==> config.mk <==
export PLATFORM = sky130hd
export DESIGN_NAME = pipelined_csel_adder
export DESIGN_NICKNAME = d
export VERILOG_FILES = /design/src/rtl/pipelined_csel_adder.sv
export SDC_FILE = /design/constraint.sdc
export NUM_CORES = 1
export LEC_CHECK = 0
export BUFFER_PORTS_ARGS = -buffer_cell sky130_fd_sc_hd__buf_2
export CORE_ASPECT_RATIO = 0.8
export CORE_MARGIN = 1
export CORE_UTILIZATION = 46
export DETAILED_ROUTE_END_ITERATION = 10
export MAX_ROUTING_LAYER = met4
export PLACE_DENSITY = 0.8
export SYNTH_ARGS = -nofsm -noshare
export SYNTH_HDL_FRONTEND = slang
export SYNTH_SLANG_ARGS = --single-unit
==> constraint.sdc <==
create_clock -name clk -period 2.4 [get_ports clk]
set_clock_uncertainty 0.1 [all_clocks]
set_input_delay 0.24 -clock clk [delete_from_list [all_inputs] [get_ports clk]]
set_output_delay 0.24 -clock clk [all_outputs]
set_load 0.02 [all_outputs]
==> src/rtl/pipelined_csel_adder.sv <==
// Pipelined carry-select adder/subtractor. Each stage resolves one BLOCK-bit slice.
// The unresolved upper operand slices travel down the pipe alongside the partial result.
module pipelined_csel_adder #(
  parameter int WIDTH = 16,
  parameter int BLOCK = 4
) (
  input  logic             clk,
  input  logic             rst,
  input  logic             in_valid,
  output logic             in_ready,
  input  logic [WIDTH-1:0] a,
  input  logic [WIDTH-1:0] b,
  input  logic             cin,
  input  logic             sub,
  output logic             out_valid,
  input  logic             out_ready,
  output logic [WIDTH-1:0] sum,
  output logic             cout,
  output logic             ovf
);

  localparam int STAGES = WIDTH / BLOCK;

  if (BLOCK < 1 || WIDTH % BLOCK != 0) begin : g_bad_params
    $error("pipelined_csel_adder: WIDTH must be a multiple of BLOCK");
  end

  logic             en;
  logic [WIDTH-1:0] b_eff;

  assign en       = !out_valid || out_ready;
  assign in_ready = en;
  assign b_eff    = b ^ {WIDTH{sub}};

  for (genvar k = 0; k < STAGES; k++) begin : stg
    // REM: operand bits still unresolved on entry to this stage
    localparam int REM = WIDTH - k * BLOCK;

    logic [REM-1:0]           src_a;
    logic [REM-1:0]           src_b;
    logic                     c_in;
    logic                     v_in;
    logic [BLOCK:0]           s0;
    logic [BLOCK:0]           s1;
    logic [BLOCK:0]           sel;
    logic [(k+1)*BLOCK-1:0]   res_d;
    logic [(k+1)*BLOCK-1:0]   res_q;
    logic                     vld_q;
    logic                     cry_q;

    if (k == 0) begin : g_src
      assign src_a = a;
      assign src_b = b_eff;
      assign c_in  = cin;
      assign v_in  = in_valid;
      assign res_d = sel[BLOCK-1:0];
    end else begin : g_src
      assign src_a = stg[k-1].g_fwd.a_q;
      assign src_b = stg[k-1].g_fwd.b_q;
      assign c_in  = stg[k-1].cry_q;
      assign v_in  = stg[k-1].vld_q;
      assign res_d = {sel[BLOCK-1:0], stg[k-1].res_q};
    end

    assign s0  = {1'b0, src_a[BLOCK-1:0]} + {1'b0, src_b[BLOCK-1:0]};
    assign s1  = {1'b0, src_a[BLOCK-1:0]} + {1'b0, src_b[BLOCK-1:0]} + (BLOCK+1)'(1);
    assign sel = c_in ? s1 : s0;

    always_ff @(posedge clk) begin
      if (rst) begin
        vld_q <= 1'b0;
        cry_q <= 1'b0;
        res_q <= '0;
      end else if (en) begin
        vld_q <= v_in;
        cry_q <= sel[BLOCK];
        res_q <= res_d;
      end
    end

    if (k < STAGES - 1) begin : g_fwd
      logic [REM-BLOCK-1:0] a_q;
      logic [REM-BLOCK-1:0] b_q;

      always_ff @(posedge clk) begin
        if (rst) begin
          a_q <= '0;
          b_q <= '0;
        end else if (en) begin
          a_q <= src_a[REM-1:BLOCK];
          b_q <= src_b[REM-1:BLOCK];
        end
      end
    end else begin : g_last
      logic c_msb;
      logic ovf_q;

      // carry into the top bit recovered from the sum bit: s = a ^ b ^ c
      assign c_msb = src_a[BLOCK-1] ^ src_b[BLOCK-1] ^ sel[BLOCK-1];

      always_ff @(posedge clk) begin
        if (rst) begin
          ovf_q <= 1'b0;
        end else if (en) begin
          ovf_q <= c_msb ^ sel[BLOCK];
        end
      end
    end
  end

  assign out_valid = stg[STAGES-1].vld_q;
  assign sum       = stg[STAGES-1].res_q;
  assign cout      = stg[STAGES-1].cry_q;
  assign ovf       = stg[STAGES-1].g_last.ovf_q;

endmodule

# Word level (Yosys, flattened, before mapping)
# Cells that the tools add are included.
totals:
  reg_bits: 97
  latch_bits: 0
  ramBits: 0
  rom_bits: 0
  input_bits: 38
  out_inout_bits: 20
  wordCells: 37
  memories: 0
classes:
  addsub: 8
  n_mul: 0
  n_div: 0
  n_lt_le_gt_ge: 0
  n_eq_ne: 0
  n_shift: 0
  mux: 4
  bitwise_logic: 4
  n_reduce_logical: 2
ops:
  columns: ["op", "count"]
  rows:
  - ["4-bit by 4-bit adder with 5-bit output", 4]
  - ["5-bit by 1-bit adder with 5-bit output (second input constant)", 4]
  - ["5-bit 2-to-1 mux", 4]
  - ["16-bit XOR", 1]
  - ["1-bit XOR", 3]
  - ["1-bit logical NOT", 1]
  - ["1-bit logical OR", 1]

# Logic depth before layout (Yosys ltp)
logic_depth:
  depth_word: 5
  ltp_mapped: 10
  ltp_nobuf: 10

# Worst setup path before layout
# Ideal clock, no wire load.
synth_path:
  path_kind: "in2reg"
  startpoint: "input sub"
  endpoint: "register stg[0].cry_q"
  setup_time_ns: 0.062
  arrival_time_ns: 2.457
  required_ns: 2.238
  setup_slack_ns: -0.219
  cell_stages: 9
  n_path_buf: 2
  path_cell_list: "clkbuf_1 -> buf_2 -> xor2_1 -> ha_1 -> fa_1 -> ha_1 -> nand2_1 -> or4_1 -> nand3_1"
synth_between:
  elab_chain_len: 4
synth_rtl:
  columns: ["item", "line_no", "text"]
  rows:
  - ["start, declared", "14", "input logic sub,"]
  - ["16-bit XOR *", "33", "assign b_eff = b ^ {WIDTH{sub}};"]
  - ["4-bit by 4-bit adder with 5-bit output *", "65, 66", null]
  - ["5-bit by 1-bit adder with 5-bit output", "66", "assign s1 = {1'b0, src_a[BLOCK-1:0]} + {1'b0, src_b[BLOCK-1:0]} + (BLOCK+1)'(1);"]
  - ["5-bit 2-to-1 mux *", "67", "assign sel = c_in ? s1 : s0;"]
  - ["end signal, assigned", "76", "cry_q <= sel[BLOCK];"]
  - ["end, declared", "49", "logic cry_q;"]
# Every way passes the cells marked *; elsewhere a longest branch is shown, timed or not.
# A chain may end at the register's enable or synchronous reset.

# Worst setup path after layout
layout_path:
  startpoint: "register stg[2].g_fwd.a_q[0]"
  endpoint: "register stg[3].cry_q (netlist: cout)"
layout_between:
  elab_chain_len: 3
layout_rtl:
  columns: ["item", "line_no", "text"]
  rows:
  - ["start, declared", "82", "logic [REM-BLOCK-1:0] a_q;"]
  - ["start signal, assigned", "90", "a_q <= src_a[REM-1:BLOCK];"]
  - ["4-bit by 4-bit adder with 5-bit output *", "65, 66", null]
  - ["5-bit by 1-bit adder with 5-bit output", "66", null]
  - ["5-bit 2-to-1 mux *", "67", null]
  - ["end signal, assigned", "76", null]
  - ["end, declared", "49", null]
# Marks and branches as above.

==> run_results.csv <==
group,metric,value,unit
floorplan,die_x,110,um
sta,grt_setup_unrepaired,"yes",
outcome,violations,"setup timing",
worst_setup_path,worst-endpoint-required,2.56,ns
grt,global_route.usage.total,20.2,%
clocking,htree_num_levels,3,
finish,sequential_cell_area,1940,sq um
synthesis,synth_area_per_cell,8.29,sq um
worst_setup_path,kind_of_capture_point_of_the_worst_setup_path,"flip-flop",
grt,grt_antenna_before_repair,0,
synthesis,netlist.area_leader.share,45.3,%
routing,avgViaCountPerCell,5.15,
sta,holdWs,0.0359,ns
clocking,cts.reportedPaths.clkPinSlew,0.07,ns
sta,finalWorstSetupSlack,-0.0558,ns
finish,layout-drive-gt1-share,16.6,%
synthesis,ys_seq_elements,97,
floorplan,rows,31,
routing,wl,8950,um
routing,drtIter0Drc,185,
synthesis,yosysWarningCount,0,
worst_setup_path,criticalPathCategory,"reg -> reg",
finish,multi_input_comb_area,2240,sq um
sta,setup-violations-final,2,
power_and_ir_drop,sw_frac_of_total,22.2,%
finish,layout.core_utilization,56.4,%
worst_setup_path,worstPathMaxFanout,4,
power_and_ir_drop,power.share.sequential,43.9,%
grt,grt_first_pass_wirelength,14700,um
grt,grt_pass1_vias,3199,
floorplan,dieHeight,88.3,um
placement,place.gp.congestion,0.809,
sta,max-slew-margin-rel,35.9,%
finish,nFillCells,829,
placement,port_buffers,57,
sta,min_period,2.46,ns
clocking,cts_tree,"done",
clocking,insertion_delay,0.35,ns
routing,ant_nets,0,
sta,worst_pin_slew,0.962,ns
power_and_ir_drop,power_frac_clock,45.2,%
power_and_ir_drop,total_switching_power,0.908,mW
finish,fin_nets,622,
worst_setup_path,setup.worst_path.start_class,"flip-flop",
floorplan,floorplan.core_area,9040,sq um
worst_hold_path,hold_path.class,"in -> reg",
routing,detail_route.drc_violations,0,
clocking,tritoncts.num_buffers,9,
sta,final_max_slew_viol_count,0,
placement,detailedPlacementHpwl,6080,um
synthesis,cell_count_after_synthesis,517,
synthesis,synth.yosys.seq_area_share,45.3,%
power_and_ir_drop,total_leakage_power,2.18,nW
power_and_ir_drop,design_power_total,4.08,mW
flow_run,drv.max_cap_violation_count,0,
power_and_ir_drop,share_comb_of_total_power,10.9,%
placement,detailed_place.area,4650,sq um
sta,maxClockFrequency,407,MHz
floorplan,io_pins,58,
sta,fin_crit_sh,102,%
power_and_ir_drop,power.internal,3.18,mW
finish,antenna_cells_inserted,0,
power_and_ir_drop,worst_ir_drop_vdd,418,uV
synthesis,mappedNetlistNets,579,
routing,average_wire_per_cell_in_the_routed_design,13.2,um
outcome,status,"finished with violations",
worst_setup_path,critPathArrivalTime,2.62,ns
routing,detail_route.first_pass.iterations,5,
power_and_ir_drop,pwr_density_cell,801,nW/um^2
clocking,clock-root-buffer,"clkbuf_16",
clocking,cts.sink_count,97,
synthesis,synth_area_leaders,"dfxtp_1, nand2_1, a21oi_1, ha_1, xnor2_1",
placement,post-place-ws,-0.0502,ns
finish,area_delta_synth_final,18.9,%
floorplan,initial_core_util,47.4,%
synthesis,synthDominantAreaCellType,"dfxtp_1",
synthesis,post_synth_num_cell_types,32,
sta,finalHoldViolations,0,
floorplan,dieArea,9710,sq um
routing,route.vias.total,3500,
synthesis,netlist_area,4280,sq um
grt,grt_start_max_net_pins,101,
finish,finalInstanceArea,5090,sq um
grt,gr-total-overflow,0,
clocking,cts.path.max_buffers,2,
## Yosys cell counts, drive strengths merged
master / count
a21oi: 75
a21o: 7
xor2: 14
xnor2: 22
o31ai: 3
ha: 20
buf: 11
inv: 5
o211ai: 1
nand3: 7
a2111oi: 1
dfxtp: 97
nor2b: 3
nand3b: 4
nand2: 141
fa: 4
a2bb2oi: 1
mux2i: 3
and4b: 1
nor2: 33
and2: 1
a211oi: 26
nand4: 1
or4: 4
nor4bb: 1
nand2b: 1
nor3: 5
clkbuf: 23
o21ai: 2
## area by class of cell
type	count	share of cell area, %
clock buffer	11	4.76
clock inverter	5	2.95
inverter	5	0.393
multi-input combinational	381	44.0
sequential	97	38.2
tap	115	2.82
timing repair buffer	66	6.93
## timing repair
action / CTS / global route
gates resized for setup: 10 / 2
setup buffers: 0 / 1
hold buffers: 0 / 0
endpoints found under the setup margin: 2 / 2
## placed cells by master (no fill, tap or decap), types with 2 or more instances in the layout
cell and instances:
nor3_1 5, or4_1 3, nor2_1 33, a21o_1 7
xor2_1 14, a21oi_1 75, nand3_1 7, ha_1 18
o31ai_1 3, fa_1 4, xnor2_1 22, mux2i_1 3
buf_2 57, dfxtp_2 2, nand2_1 140, inv_1 3
nor2b_1 2, nand3b_1 4, clkbuf_16 9, o21ai_0 2
dfxtp_1 95, buf_4 9, bufinv_16 5, a211oi_1 25
## per-layer routing
| metal | track usage [%] | part of all wire [%] | vias to the layer above |
|---|---|---|---|
| met4 | 4.85 | 1.1 | 0 |
| li1 | - | - | 1823 |
| met1 | 25.4 | 48 | 1597 |
| met3 | 6.41 | 4.3 | 12 |
| met2 | 31.7 | 47 | 68 |
| met5 | - | 0 | - |
## worst paths after layout
path | startpoint | to | slack [ns] | cells after the start
max | stg[2].g_fwd.a_q[0]$_SDFFE_PP0P_ | cout$_SDFFE_PP0P_ | -0.06 | 10
min | in_valid | stg[0].vld_q$_SDFFE_PP0P_ | 0.04 | 3
max reg2reg | stg[2].g_fwd.a_q[0]$_SDFFE_PP0P_ | cout$_SDFFE_PP0P_ | -0.06 | 10
min reg2reg | sum[1]$_SDFFE_PP0P_ | sum[1]$_SDFFE_PP0P_ | 0.35 | 2
## critical path, stage by stage, from the launching register on
cell and delay (ns):
dfxtp_2 0.36, ha_4 0.14, inv_2 0.03, fa_1 0.46
inv_1 0.08, ha_2 0.19, nand2_4 0.07, or4_4 0.43
a2bb2oi_2 0.15, and2_4 0.15, a211oi_2 0.19
## through the flow
step                      TNS [ns]  cells
after floorplan                  0    517
after global placement           0    663
after detailed placement   -0.0552    663
after CTS                  -0.0230    679
after global routing        -0.298    680
final                      -0.0786    680
## logic make-up after synthesis
logic type / synth area share (%)
muxes: 0.701
and+or+nand+nor: 19.5
adders and majority gates: 7.71
DFF: 45.3
xor gates and xnor gates: 7.36
buffers and inverters: 3.45
AOI/OAI and AO/OA: 16.0
## registers in the layout (all words and copies together), names as in the netlist
signal,cells
cout,1
out_valid,1
ovf,1
stg.cry_q,3
stg.g_fwd.a_q,24
stg.g_fwd.b_q,24
stg.res_q,24
stg.vld_q,3
sum,16
## power by group through the flow
stage	clock network, mW	logic (mW)	registers [mW]
2_1_floorplan	0	0.307	1.82
3_3_place_gp	0	0.418	1.82
3_5_place_dp	0	0.437	1.83
4_1_cts	1.88	0.444	1.79
5_1_grt	1.95	0.501	1.80
6_report	1.85	0.444	1.79
(Power assumes the default switching activity.)
